<file path="src/rtl/fds_wave_synth.sv">
//------------------------------------------------------------------------------
// fds_wave_synth
// Famicom Disk System wavetable sound channel: 64 x 6-bit wave RAM played by
// a 24-bit phase accumulator, volume envelope, master volume scaling and an
// optional frequency modulator (32-entry step table driving a signed counter).
//
// Optional feature macro: FDS_SYNTH_MOD_EN
//   defined   -> modulator, mod envelope and mod table are built
//   undefined -> pitch = freq, $4084-$4088 writes ignored, $4092 reads 8'h40
//
// Ports
//   clk       in   1  system clock, rising edge
//   rst_n     in   1  synchronous active-low reset
//   tick      in   1  one-clk pulse per CPU cycle; audio timers advance on it
//   cpu_addr  in  16  CPU address
//   cpu_dat   in   8  CPU write data
//   cpu_we    in   1  one-clk write strobe
//   cpu_rd    in   1  CPU read cycle in progress (level)
//   snd_oe    out  1  module drives CPU read data (combinational)
//   snd_dout  out  8  CPU read data (combinational)
//   snd_vol   out 12  unsigned audio sample, registered on tick
//------------------------------------------------------------------------------
module fds_wave_synth (
  input  logic        clk,
  input  logic        rst_n,
  input  logic        tick,
  input  logic [15:0] cpu_addr,
  input  logic [7:0]  cpu_dat,
  input  logic        cpu_we,
  input  logic        cpu_rd,
  output logic        snd_oe,
  output logic [7:0]  snd_dout,
  output logic [11:0] snd_vol
);

  // Envelope period in ticks: 8 * (speed + 1) * master (max 130560).
  function automatic logic [16:0] env_period(input logic [5:0] speed,
                                             input logic [7:0] master);
    logic [16:0] prod;
    prod = {10'd0, ({1'b0, speed} + 7'd1)} * {9'd0, master};
    return prod << 3;
  endfunction

  // One envelope step: up saturates at 32, down saturates at 0.
  function automatic logic [5:0] env_step(input logic [5:0] gain,
                                          input logic       dir);
    logic [5:0] nxt;
    if (dir) begin
      if (gain < 6'd32) nxt = gain + 6'd1;
      else              nxt = gain;
    end else begin
      if (gain != 6'd0) nxt = gain - 6'd1;
      else              nxt = gain;
    end
    return nxt;
  endfunction

  // Master volume multiplier M[mvol] = {32, 21, 16, 13}.
  function automatic logic [5:0] mvol_mult(input logic [1:0] mvol);
    logic [5:0] m;
    case (mvol)
      2'd0:    m = 6'd32;
      2'd1:    m = 6'd21;
      2'd2:    m = 6'd16;
      2'd3:    m = 6'd13;
      default: m = 6'd32;
    endcase
    return m;
  endfunction

  // Write strobe is suppressed while reset is asserted.
  logic wr_s;
  logic wave_sel_s;
  logic wr_4080_s, wr_4082_s, wr_4083_s, wr_4089_s, wr_408a_s;

  assign wr_s       = cpu_we & rst_n;
  assign wave_sel_s = (cpu_addr[15:6] == 10'b01_0000_0001);
  assign wr_4080_s  = wr_s & (cpu_addr == 16'h4080);
  assign wr_4082_s  = wr_s & (cpu_addr == 16'h4082);
  assign wr_4083_s  = wr_s & (cpu_addr == 16'h4083);
  assign wr_4089_s  = wr_s & (cpu_addr == 16'h4089);
  assign wr_408a_s  = wr_s & (cpu_addr == 16'h408A);

  logic        vol_dis_r, vol_dir_r;
  logic [5:0]  vol_speed_r;
  logic [11:0] freq_r;
  logic        halt_r, env_halt_r;
  logic        wr_en_r;
  logic [1:0]  mvol_r;
  logic [7:0]  env_master_r;

  logic [5:0]  wave_mem [0:63];
  logic [23:0] acc_r;
  logic [11:0] pitch_s;
  logic [5:0]  wave_rd_s;
  logic [5:0]  held_r;
  logic [5:0]  sample_s;
  logic [5:0]  vol_gain_r;
  logic [16:0] vol_timer_r;
  logic [16:0] vol_period_s;
  logic        env_frz_s;
  logic [5:0]  gain_clip_s;
  logic [15:0] mix_full_s;
  logic [7:0]  mod_rd_s;

  // Control registers shared by the default build.
  always_ff @(posedge clk) begin
    if (!rst_n) begin
      vol_dis_r    <= 1'b0;
      vol_dir_r    <= 1'b0;
      vol_speed_r  <= 6'd0;
      freq_r       <= 12'd0;
      halt_r       <= 1'b0;
      env_halt_r   <= 1'b0;
      wr_en_r      <= 1'b0;
      mvol_r       <= 2'd0;
      env_master_r <= 8'd0;
    end else begin
      if (wr_4080_s) begin
        vol_dis_r   <= cpu_dat[7];
        vol_dir_r   <= cpu_dat[6];
        vol_speed_r <= cpu_dat[5:0];
      end
      if (wr_4082_s) freq_r[7:0] <= cpu_dat;
      if (wr_4083_s) begin
        halt_r       <= cpu_dat[7];
        env_halt_r   <= cpu_dat[6];
        freq_r[11:8] <= cpu_dat[3:0];
      end
      if (wr_4089_s) begin
        wr_en_r <= cpu_dat[7];
        mvol_r  <= cpu_dat[1:0];
      end
      if (wr_408a_s) env_master_r <= cpu_dat;
    end
  end

  // Wave RAM write port; contents survive reset.
  always_ff @(posedge clk) begin
    if (wave_sel_s && wr_s && wr_en_r) begin
      wave_mem[cpu_addr[5:0]] <= cpu_dat[5:0];
    end
  end

  // Phase accumulator; a halt write with bit7 clears it ahead of any add.
  always_ff @(posedge clk) begin
    if (!rst_n) begin
      acc_r <= 24'd0;
    end else if (wr_4083_s && cpu_dat[7]) begin
      acc_r <= 24'd0;
    end else if (tick && !halt_r && !wr_en_r) begin
      acc_r <= acc_r + {12'd0, pitch_s};
    end
  end

  assign wave_rd_s = wave_mem[acc_r[23:18]];
  // While the RAM is open for writes, the output keeps the last sample.
  assign sample_s  = wr_en_r ? held_r : wave_rd_s;

  // Tracks the playing sample so it can be held once wr_en rises.
  always_ff @(posedge clk) begin
    if (!rst_n) begin
      held_r <= 6'd0;
    end else if (!wr_en_r) begin
      held_r <= wave_rd_s;
    end
  end

  assign env_frz_s    = env_halt_r | halt_r | (env_master_r == 8'd0);
  assign vol_period_s = env_period(vol_speed_r, env_master_r);

  // Volume envelope: direct load when disabled, otherwise timed stepping.
  always_ff @(posedge clk) begin
    if (!rst_n) begin
      vol_gain_r  <= 6'd0;
      vol_timer_r <= 17'd0;
    end else if (wr_4080_s) begin
      vol_timer_r <= 17'd0;
      if (cpu_dat[7]) vol_gain_r <= cpu_dat[5:0];
      else            vol_gain_r <= vol_gain_r;
    end else if (vol_dis_r) begin
      vol_gain_r  <= vol_speed_r;
      vol_timer_r <= vol_timer_r;
    end else if (tick && !env_frz_s) begin
      if (vol_timer_r + 17'd1 >= vol_period_s) begin
        vol_gain_r  <= env_step(vol_gain_r, vol_dir_r);
        vol_timer_r <= 17'd0;
      end else begin
        vol_timer_r <= vol_timer_r + 17'd1;
      end
    end
  end

`ifdef FDS_SYNTH_MOD_EN
  logic wr_4084_s, wr_4085_s, wr_4086_s, wr_4087_s, wr_4088_s;
  assign wr_4084_s = wr_s & (cpu_addr == 16'h4084);
  assign wr_4085_s = wr_s & (cpu_addr == 16'h4085);
  assign wr_4086_s = wr_s & (cpu_addr == 16'h4086);
  assign wr_4087_s = wr_s & (cpu_addr == 16'h4087);
  assign wr_4088_s = wr_s & (cpu_addr == 16'h4088);

  // Mod table step applied to the 7-bit two's complement counter.
  function automatic logic [6:0] mod_step(input logic [6:0] ctr,
                                          input logic [2:0] code);
    logic [6:0] r;
    case (code)
      3'd0:    r = ctr;
      3'd1:    r = ctr + 7'd1;
      3'd2:    r = ctr + 7'd2;
      3'd3:    r = ctr + 7'd4;
      3'd4:    r = 7'd0;
      3'd5:    r = ctr - 7'd4;
      3'd6:    r = ctr - 7'd2;
      3'd7:    r = ctr - 7'd1;
      default: r = ctr;
    endcase
    return r;
  endfunction

  logic        mod_dis_r, mod_dir_r;
  logic [5:0]  mod_speed_r;
  logic [11:0] mfreq_r;
  logic        mhalt_r;
  logic [2:0]  mod_tab [0:31];
  logic [15:0] mod_acc_r;
  logic [4:0]  ptr_r;
  logic [6:0]  mod_ctr_r;
  logic [5:0]  mod_gain_r;
  logic [16:0] mod_timer_r;
  logic [16:0] mod_period_s;
  logic [16:0] mod_sum_s;
  logic        mod_clr_s;
  logic        mod_carry_s;
  logic signed [13:0] mod_prod_s, mod_term_s, pitch_sum_s;

  // Modulator control registers.
  always_ff @(posedge clk) begin
    if (!rst_n) begin
      mod_dis_r   <= 1'b0;
      mod_dir_r   <= 1'b0;
      mod_speed_r <= 6'd0;
      mfreq_r     <= 12'd0;
      mhalt_r     <= 1'b0;
    end else begin
      if (wr_4084_s) begin
        mod_dis_r   <= cpu_dat[7];
        mod_dir_r   <= cpu_dat[6];
        mod_speed_r <= cpu_dat[5:0];
      end
      if (wr_4086_s) mfreq_r[7:0] <= cpu_dat;
      if (wr_4087_s) begin
        mhalt_r       <= cpu_dat[7];
        mfreq_r[11:8] <= cpu_dat[3:0];
      end
    end
  end

  // Mod table push port; contents survive reset.
  always_ff @(posedge clk) begin
    if (wr_4088_s && mhalt_r) begin
      mod_tab[ptr_r] <= cpu_dat[2:0];
    end
  end

  assign mod_sum_s   = {1'b0, mod_acc_r} + {5'd0, mfreq_r};
  assign mod_clr_s   = wr_4087_s & cpu_dat[7];
  assign mod_carry_s = tick & ~mhalt_r & ~mod_clr_s & mod_sum_s[16];

  // Modulator accumulator, table pointer and signed counter.
  always_ff @(posedge clk) begin
    if (!rst_n) begin
      mod_acc_r <= 16'd0;
      ptr_r     <= 5'd0;
      mod_ctr_r <= 7'd0;
    end else begin
      if (mod_clr_s) begin
        mod_acc_r <= 16'd0;
      end else if (tick && !mhalt_r) begin
        mod_acc_r <= mod_sum_s[15:0];
      end
      if ((wr_4088_s && mhalt_r) || mod_carry_s) begin
        ptr_r <= ptr_r + 5'd1;
      end
      // A direct counter load wins over a table step in the same cycle.
      if (wr_4085_s) begin
        mod_ctr_r <= cpu_dat[6:0];
      end else if (mod_carry_s) begin
        mod_ctr_r <= mod_step(mod_ctr_r, mod_tab[ptr_r]);
      end
    end
  end

  assign mod_period_s = env_period(mod_speed_r, env_master_r);

  // Modulation envelope, same behaviour as the volume envelope.
  always_ff @(posedge clk) begin
    if (!rst_n) begin
      mod_gain_r  <= 6'd0;
      mod_timer_r <= 17'd0;
    end else if (wr_4084_s) begin
      mod_timer_r <= 17'd0;
      if (cpu_dat[7]) mod_gain_r <= cpu_dat[5:0];
      else            mod_gain_r <= mod_gain_r;
    end else if (mod_dis_r) begin
      mod_gain_r  <= mod_speed_r;
      mod_timer_r <= mod_timer_r;
    end else if (tick && !env_frz_s) begin
      if (mod_timer_r + 17'd1 >= mod_period_s) begin
        mod_gain_r  <= env_step(mod_gain_r, mod_dir_r);
        mod_timer_r <= 17'd0;
      end else begin
        mod_timer_r <= mod_timer_r + 17'd1;
      end
    end
  end

  // Pitch = freq + (mod_ctr * mod_gain) >>> 4, clamped to 12 bits unsigned.
  always_comb begin
    mod_prod_s  = $signed({{7{mod_ctr_r[6]}}, mod_ctr_r}) *
                  $signed({8'd0, mod_gain_r});
    mod_term_s  = mod_prod_s >>> 4;
    pitch_sum_s = $signed({2'b00, freq_r}) + mod_term_s;
    if (pitch_sum_s[13]) begin
      pitch_s = 12'd0;
    end else if (pitch_sum_s > 14'sd4095) begin
      pitch_s = 12'd4095;
    end else begin
      pitch_s = pitch_sum_s[11:0];
    end
  end

  assign mod_rd_s = {2'b01, mod_gain_r};
`else
  assign pitch_s  = freq_r;
  assign mod_rd_s = 8'h40;
`endif

  // Mixer: sample * min(gain, 32) * M[mvol], scaled down by 32 on output.
  always_comb begin
    if (vol_gain_r > 6'd32) gain_clip_s = 6'd32;
    else                    gain_clip_s = vol_gain_r;
    mix_full_s = {10'd0, sample_s} * {10'd0, gain_clip_s} *
                 {10'd0, mvol_mult(mvol_r)};
  end

  // Audio output register, updated once per tick.
  always_ff @(posedge clk) begin
    if (!rst_n) begin
      snd_vol <= 12'd0;
    end else if (tick) begin
      snd_vol <= 12'(mix_full_s >> 5);
    end
  end

  // CPU read mux: wave RAM and the two gain readback ports.
  always_comb begin
    snd_oe   = 1'b0;
    snd_dout = 8'd0;
    if (cpu_rd && wave_sel_s) begin
      snd_oe   = 1'b1;
      snd_dout = {2'b00, wave_mem[cpu_addr[5:0]]};
    end else if (cpu_rd && (cpu_addr == 16'h4090)) begin
      snd_oe   = 1'b1;
      snd_dout = {2'b01, vol_gain_r};
    end else if (cpu_rd && (cpu_addr == 16'h4092)) begin
      snd_oe   = 1'b1;
      snd_dout = mod_rd_s;
    end else begin
      snd_oe   = 1'b0;
      snd_dout = 8'd0;
    end
  end

endmodule

</file>
<file path="config.mk">
export PLATFORM = sky130hd
export DESIGN_NAME = fds_wave_synth
export DESIGN_NICKNAME = d
export VERILOG_FILES = /design/src/rtl/fds_wave_synth.sv
export SDC_FILE = /design/constraint.sdc
export NUM_CORES = 1
export LEC_CHECK = 0
export ABC_CLOCK_PERIOD_IN_PS = 11900
export BUFFER_PORTS_ARGS = -buffer_cell sky130_fd_sc_hd__buf_2
export CAP_MARGIN = 20
export CELL_PAD_IN_SITES_DETAIL_PLACEMENT = 0
export CELL_PAD_IN_SITES_GLOBAL_PLACEMENT = 1
export CORE_ASPECT_RATIO = 1.75
export CORE_MARGIN = 10
export CORE_UTILIZATION = 40
export DETAILED_ROUTE_END_ITERATION = 12
export PLACE_DENSITY_LB_ADDON = 0.1
export SETUP_SLACK_MARGIN = 0.2
export SLEW_MARGIN = 0
export SYNTH_ARGS = -nofsm -noshare
export SYNTH_HDL_FRONTEND = slang
export SYNTH_SLANG_ARGS = --single-unit
</file>
<file path="constraint.sdc">
create_clock -name clk -period 11.9 [get_ports clk]
set_input_delay 0.595 -clock clk [delete_from_list [all_inputs] [get_ports clk]]
set_output_delay 0.595 -clock clk [all_outputs]
set_load 0.005 [all_outputs]
</file>
Word level (Yosys, flattened, before mapping)
Memory sizes are Yosys's and may differ from the RTL's. A register that Yosys moved wholly into a read port is not among the register bits.
Index checks and enable logic that the tools add are counted.
{ "op_classes": {"addsub": 5, "mul": 3, "order_cmp": 3, "n_eq_ne": 13, "n_mux": 22, "bitwise": 10, "reduce_logical": 22} }
{ "op_table": {"columns": ["op", "n"], "rows": [
  ["16-bit by 15-bit equality test with 1-bit output (second input constant)", 7],
  ["6-bit two-way mux", 12],
  ["24-bit by 12-bit adder with 24-bit output", 1],
  ["6-bit one-hot mux with 4 select lines", 1],
  ["7-bit two-way mux", 3],
  ["17-bit by 1-bit adder with 17-bit output (second input constant)", 1],
  ["17-bit >= comparator", 1],
  ["17-bit two-way mux", 1],
  ["12-bit by 6-bit multiplier with 16-bit output", 1],
  ["7-bit by 8-bit multiplier with 14-bit output", 1],
  ["6-bit by 6-bit multiplier with 12-bit output", 1],
  ["10-bit by 9-bit equality test with 1-bit output (second input constant)", 1],
  ["1-bit logical AND", 9],
  ["8-bit zero test", 1],
  ["6-bit by 1-bit adder with 7-bit output (second input constant)", 1],
  ["6-bit by 1-bit adder with 6-bit output (second input constant)", 1],
  ["1-bit AND", 6],
  ["6-bit greater-than comparator (second input constant)", 1],
  ["6-bit less-than comparator (second input constant)", 1],
  ["3-bit nonzero test", 2],
  ["6-bit nonzero test", 1],
  ["6-bit by 1-bit subtractor with 6-bit output (second input constant)", 1],
  ["1-bit two-way mux", 5],
  ["5-bit AND reduction", 1],
  ["other kinds (11)", 17]
]} }
{ "word_totals": {"reg_bits": 97, "ramBits": 384, "in_bits": 29, "out_inout_bits": 21, "elab_cells": 94, "mem_count": 1} }
{ "memory_table": {"columns": ["memory", "words", "word_bits", "read_ports", "rd_ports_with_merged_regs", "wr", "line", "source"], "rows": [
  ["wave_mem", 64, 6, 2, 1, 1, "92", "logic [5:0] wave_mem [0:63];"]
]} }

Longest topological paths before layout
Gate-level depths: netlist of run 1.
{ "logic_depth": {"word_depth": 7, "mapped_depth": 39, "mapped_depth_nobuf": 35} }

Worst setup path before layout of run 1
No wires, ideal clock.
{ "synth_timing": {"kind": "register -> register", "start": "register (tool-made name)", "end": "register snd_vol[10]", "setup_ns": 0.062, "arrival_time_ns": 8.747, "required_time_ns": 11.838, "setup_slack_ns": 3.091, "stages_incl_launch_ff": 35, "path_buffers": 1, "synth_period_minus_slack_ns": 8.809, "cell_sequence": "dfxtp_1 > buf_1 > mux4_2 > mux4_2 > mux4_2 > mux2i_2 > nor2_1 > fa_1 > inv_1 > fa_1 > fa_1 > inv_1 > ha_1 > nor2b_1 > o21ai_0 > a21boi_0 > o21ai_0 > nor2b_1 > xnor2_1 > and2_1 > ha_1 > fa_1 > inv_1 > fa_1 > inv_1 > ha_1 > inv_1 > o21ai_0 > a21o_1 > a21oi_1 > nor2b_1 > o21a_1 > a2111o_1 > a211o_1 > nand3_1"} }
{ "synth_rtl": {"columns": ["element", "line", "source"], "rows": [
  ["to (signal assigned)", "351", "snd_vol <= 12'(mix_full_s >> 5);"],
  ["to (decl)", "33", "output logic [11:0] snd_vol"]
]} }

==> flow_summary.ini, run 1 <==
[run_status]
status = finished, final reports clean

[yosys]
synthCells = 2082
synth_area_per_cell_um2 = 13.6
syn_area_um2 = 28200
ys_ff_latch = 487
synthArstFlopShare_pct = 0
yosysSeqAreaShare_pct = 48.2
synth_edf_count = 384
synthDistinctLibCells = 66
yosysWarnings = 0
ys.flop_type = edfxtp_1

[sta]
slew-limit-headroom_pct = 18.5
post-route-min-period_ns = 10.16
setup_tns_ns = 0
rsz0062_at_grt = false
finClkSkew_ns = 0.0259
final_hold_viol_count = 0
drv_slew = 0
worst_pin_slew_ns = 1.22
finalSetupViolations = 0
fin_crit_sh_pct = 85.4
max_freq_ghz = 0.0984
holdWs_ns = 0.324

[floorplanning]
ioPinCount = 50
placementRows = 128
die-width_um = 221
die_height_um = 371
core-area_um2 = 69800
initial_core_util_pct = 40.4
dieArea_um2 = 82000

[global_route]
grt_pass1_vias = 18625
use_met2_pct = 40.1
grt_use_met1_pct = 19.8
antenna_found_initial = 0
gr-usage-met3_pct = 2.44
top_usage_layer = met2
grt_util_all_layers_pct = 20.1
grt_max_degree = 71
overflow = 0
grt_pass1_wl_mm = 123

[critical_path]
crit_path_max_fanout = 45
critical_path_class = reg2reg
cp_top_family = adder cells
startpoint_type = flop
endpoint_kind = flop
cp_data_arrival_time_ns = 10.71
critPathMaxStageDelay_ns = 0.95
worst-path-buf-inv = 6
critPathRequiredTime_ns = 12.45
cp_slowest_cell = dfxtp_4

[power]
leakagePower_nw = 10.9
internal_power_mw = 2.79
power.density_nw_per_um2 = 116
p_seq_share_pct = 51.1
sw_frac_of_total_pct = 22.2
total_power_mw = 3.58
power.share.clock_pct = 44.5
peakVddDrop_v = 0.000104
switchingPower_mw = 0.795
p_comb_share_pct = 4.3

[cells_and_area]
areaGrowthSynthToFinish_pct = 9.73
fin_nets = 2314
most-common-layout-cells = edfxtp_1 (384), mux4_2 (233), nand2_1 (164)
n_antenna_cell = 0
drive_above_1_share_pct = 18.6
layout_commonest_cell = edfxtp_1
fin_cells = 3045

[clock_tree]
root_buffer = clkbuf_16
cts_buffers = 48
post_cts_buffers = 0
htreeDepth = 2
clkTransAtPathRegs_ns = 0.06
clkLatencyLatePin_ns = 0.63
cts_tree = done
cts_buffer_depth = 3
cts_sinks = 487
cts.repair.resized = 0
ctsHoldBuffers = 0

[placed_design]
globalplace.congestion = 0.865
hpwl_mm = 60.1
port_buffers = 47
dp.cells = 2955

[routing]
route.detailed.drc = 0
vias = 17418
drtAntennaViolNets = 0
viasPerCell = 5.72
wirelength_mm = 83.0
firstDrtPassIters = 5
wl_per_cell_um = 27.3
initialDrtViolationCount = 1141

[hold_path]
hp-class = in2reg

[job]
drv_cap = 0
synth_stat cells, types with 8 or more instances:
cell type	count	share of area (%)
clkbuf_1	74	0.98
edfxtp_1	384	41
mux2i_1	63	2.2
a22oi_1	14	0.37
o21ai_0	24	0.43
o211ai_1	14	0.37
o21a_1	13	0.35
inv_1	144	1.9
nor2_1	137	1.8
nand2_1	164	2.2
a21oi_1	62	1.1
nor3_1	23	0.41
mux4_2	233	19
buf_1	10	0.13
and2_1	55	1.2
dfxtp_1	103	7.3
nand4_1	18	0.40
ha_1	113	5.0
a21o_1	12	0.32
nor4_1	8	0.18
nand2b_1	37	0.82
xor2_1	15	0.47
nand3_1	40	0.71
or2_2	8	0.18
and3_1	16	0.35
nor2b_1	64	1.4
xnor2_1	40	1.2
buf_2	15	0.27
a21boi_0	21	0.56
fa_1	76	5.4
power by group through the flow:
stage	sequential (mW)	clock [mW]	combinational, mW
after detailed placement	1.87	0	0.157
after global placement	1.87	0	0.156
after global routing	1.83	1.69	0.163
after floorplan	1.87	0	0.0845
final	1.83	1.60	0.156
after CTS	1.83	1.63	0.157
worst paths after layout:
check,from,end,slack [ns],cells after the start
setup / recovery,flop,snd_vol[10],1.74,34
hold / removal,cpu_dat[6],vol_dir_r,0.32,3
setup reg to reg,flop,snd_vol[10],1.74,34
hold reg to reg,acc_r[8],acc_r[8],0.46,2
cells by family (layout without fill, tap and decap cells):
family / count (synthesis) / count (layout) / share of synthesized area (%)
AOI/OAI and AO/OA: 195 / 195 / 4.53
adders and majority gates: 189 / 189 / 10.4
muxes: 305 / 305 / 21.2
and+or+nand+nor: 595 / 595 / 10.4
DFF: 487 / 487 / 48.2
xor gates and xnor gates: 55 / 55 / 1.71
buffers and inverters: 255 / 307 / 3.59
other: 1 / 2 / 0.0133
registers in the layout, indices dropped and copies added, names as in the netlist, 2 cells and up, named ones only:
signal        count
vol_speed_r       6
env_master_r      8
vol_gain_r        6
mvol_r            2
freq_r           12
wave_mem        384
vol_timer_r      17
held_r            6
snd_vol          11
acc_r            24
layout make-up:
class                           count  area, µm²
Timing Repair Buffer               70        452
Fill cell                        6334      38900
Sequential cell                   487      13600
Tap cell                          910       1140
Clock inverter                     26        308
Multi-Input combinational cell   1341      13600
Inverter                          148        556
Clock buffer                       63       1290
routing by layer:
metal / vias up / share of wire [%]
li1: 7805 / -
met1: 9032 / 34
met2: 449 / 57
met3: 132 / 4.0
met4: 0 / 5.1
met5: - / 0
tightest hold or removal path: stages:
cell,delay [ns]
buf_2,0.16
nand2_1,0.07
a21boi_0,0.07
per-stage QoR:
stage | utilization, % | worst slack, ns | cell area [µm²]
2_1_floorplan | - | 3.09 | 28200
3_3_place_gp | 42.1 | 1.62 | 29400
3_5_place_dp | 42.1 | 1.60 | 29400
4_1_cts | 44.4 | 1.57 | 31000
5_1_grt | 44.4 | 1.14 | 31000
6_report | 44.4 | 1.74 | 31000
Power figures use the tool's default switching activity.
==> run 2: changes to the inputs <==
--- a/config.mk
+++ b/config.mk
@@ -12,10 +12,11 @@
 export CELL_PAD_IN_SITES_GLOBAL_PLACEMENT = 1
 export CORE_ASPECT_RATIO = 1.75
 export CORE_MARGIN = 10
-export CORE_UTILIZATION = 40
+export CORE_UTILIZATION = 54
 export DETAILED_ROUTE_END_ITERATION = 12
 export PLACE_DENSITY_LB_ADDON = 0.1
 export SETUP_SLACK_MARGIN = 0.2
+export SKIP_CTS_REPAIR_TIMING = 1
 export SLEW_MARGIN = 0
 export SYNTH_ARGS = -nofsm -noshare
 export SYNTH_HDL_FRONTEND = slang
==> flow_summary.ini, run 2 (synthesis gave the netlist of run 1 again) <==
[power]
switchingPower_mw = 0.761
p_comb_share_pct = 4.4
internal_power_mw = 2.72
peakVddDrop_v = 0.000125
power.share.clock_pct = 43.0
p_seq_share_pct = 52.6
power.density_nw_per_um2 = 114
sw_frac_of_total_pct = 21.8
total_power_mw = 3.48
leakagePower_nw = 10.9

[job]
drv_cap = 0

[cells_and_area]
areaGrowthSynthToFinish_pct = 8.34
fin_cells = 2799
final_util_pct = 59.3
most-common-layout-cells = edfxtp_1 (384), mux4_2 (233), nand2_1 (164)
layout_commonest_cell = edfxtp_1
multiInputGateArea_um2 = 13600
largest_reg_flops = 384
fillers = 4087
n_antenna_cell = 0
drive_above_1_share_pct = 18.8
regArea_um2 = 13600
fin_nets = 2311

[sta]
slew-limit-headroom_pct = 25.7
max_freq_ghz = 0.103
post-route-min-period_ns = 9.67
drv_slew = 0
finClkSkew_ns = 0.0147
setup_ws_ns = 2.23
worst_pin_slew_ns = 1.10
final_hold_viol_count = 0
fin_crit_sh_pct = 81.2
setup_tns_ns = 0
finalSetupViolations = 0
rsz0062_at_grt = false

[routing]
viasPerCell = 6.37
route.detailed.drc = 0
drtAntennaViolNets = 0
vias = 17836
initialDrtViolationCount = 1661
wirelength_mm = 77.4
wl_per_cell_um = 27.6
firstDrtPassIters = 5

[placed_design]
hpwl_mm = 55.8
port_buffers = 47
preCtsSetupSlack_ns = 2.24
globalplace.congestion = 0.904
dp.cells = 2718

[global_route]
grt_pass1_wl_mm = 116
overflow = 0
grt_pass1_vias = 18792
antenna_found_initial = 2
grt_max_degree = 71
grt_util_all_layers_pct = 25.3

[floorplanning]
core-area_um2 = 51600
dieArea_um2 = 62200
die-width_um = 193
initial_core_util_pct = 54.7
die_height_um = 322
placementRows = 110
ioPinCount = 50

[run_status]
status = finished, final reports clean

[critical_path]
cp_data_arrival_time_ns = 10.18
critPathRequiredTime_ns = 12.42
startpoint_type = flop
cp_slowest_cell = dfxtp_4
crit_path_max_fanout = 58
r2r_cells = 34
critPathMaxStageDelay_ns = 0.93
endpoint_kind = flop
critical_path_class = reg2reg

[clock_tree]
clkTransAtPathRegs_ns = 0.07
htreeDepth = 2
root_buffer = clkbuf_16
cts_tree = done
cts_buffer_depth = 3
cts_buffers = 45
clkLatencyLatePin_ns = 0.59
cts_sinks = 487

[hold_path]
holdPathStages = 3
hp-class = in2reg
[run 2: metrics by stage]
| stage | hold slack (ns) | area [µm²] |
|---|---|---|
| after global placement | 0.444 | 29100 |
| after global routing | 0.364 | 30600 |
| after floorplan | 0.436 | 28200 |
| after CTS | 0.352 | 30600 |
| final | 0.356 | 30600 |
| after detailed placement | 0.452 | 29100 |
[run 2: worst paths after layout]
kind	start	to	slack, ns
worst min register to register	acc_r[8]	acc_r[8]	0.46
worst min-delay path	cpu_dat[6]	vol_dir_r	0.36
worst max-delay path	flop	snd_vol[10]	2.23
worst max register to register	flop	snd_vol[10]	2.23
[run 2: cell type report]
type                    instances  share of cell area (%)
clock inverters                21                   0.663
repair buffers                 70                    1.40
well taps                     672                    2.75
flip-flops and latches        487                    44.5
clock buffers                  60                    4.32
inverters                     148                    1.82
multi-input cells            1341                    44.6
[run 2: critical path: cells and delay by family (launching register included)]
kind                       cells  cell delay, ns
adders and majority gates      8            3.39
buffers and inverters          6            0.66
and+or+nand+nor                6            0.80
xor gates and xnor gates       1            0.18
AOI/OAI and AO/OA              9            1.89
muxes                          4            1.70
DFF                            1            0.93
[run 2: metal layers]
metal | vias up | GRT usage (%) | routed length [µm]
li1 | 7800 | - | -
met1 | 9048 | 25.8 | 24600
met2 | 742 | 46.6 | 42300
met3 | 244 | 3.22 | 4300
met4 | 2 | 17.2 | 6120
met5 | - | 0 | 11
[run 2: power by group through the flow]
| stage | Combinational, mW | Clock (mW) | Sequential [mW] |
|---|---|---|---|
| after floorplan | 0.0845 | 0 | 1.87 |
| after global placement | 0.152 | 0 | 1.87 |
| after detailed placement | 0.154 | 0 | 1.87 |
| after CTS | 0.154 | 1.52 | 1.83 |
| after global routing | 0.161 | 1.58 | 1.83 |
| final | 0.154 | 1.50 | 1.83 |
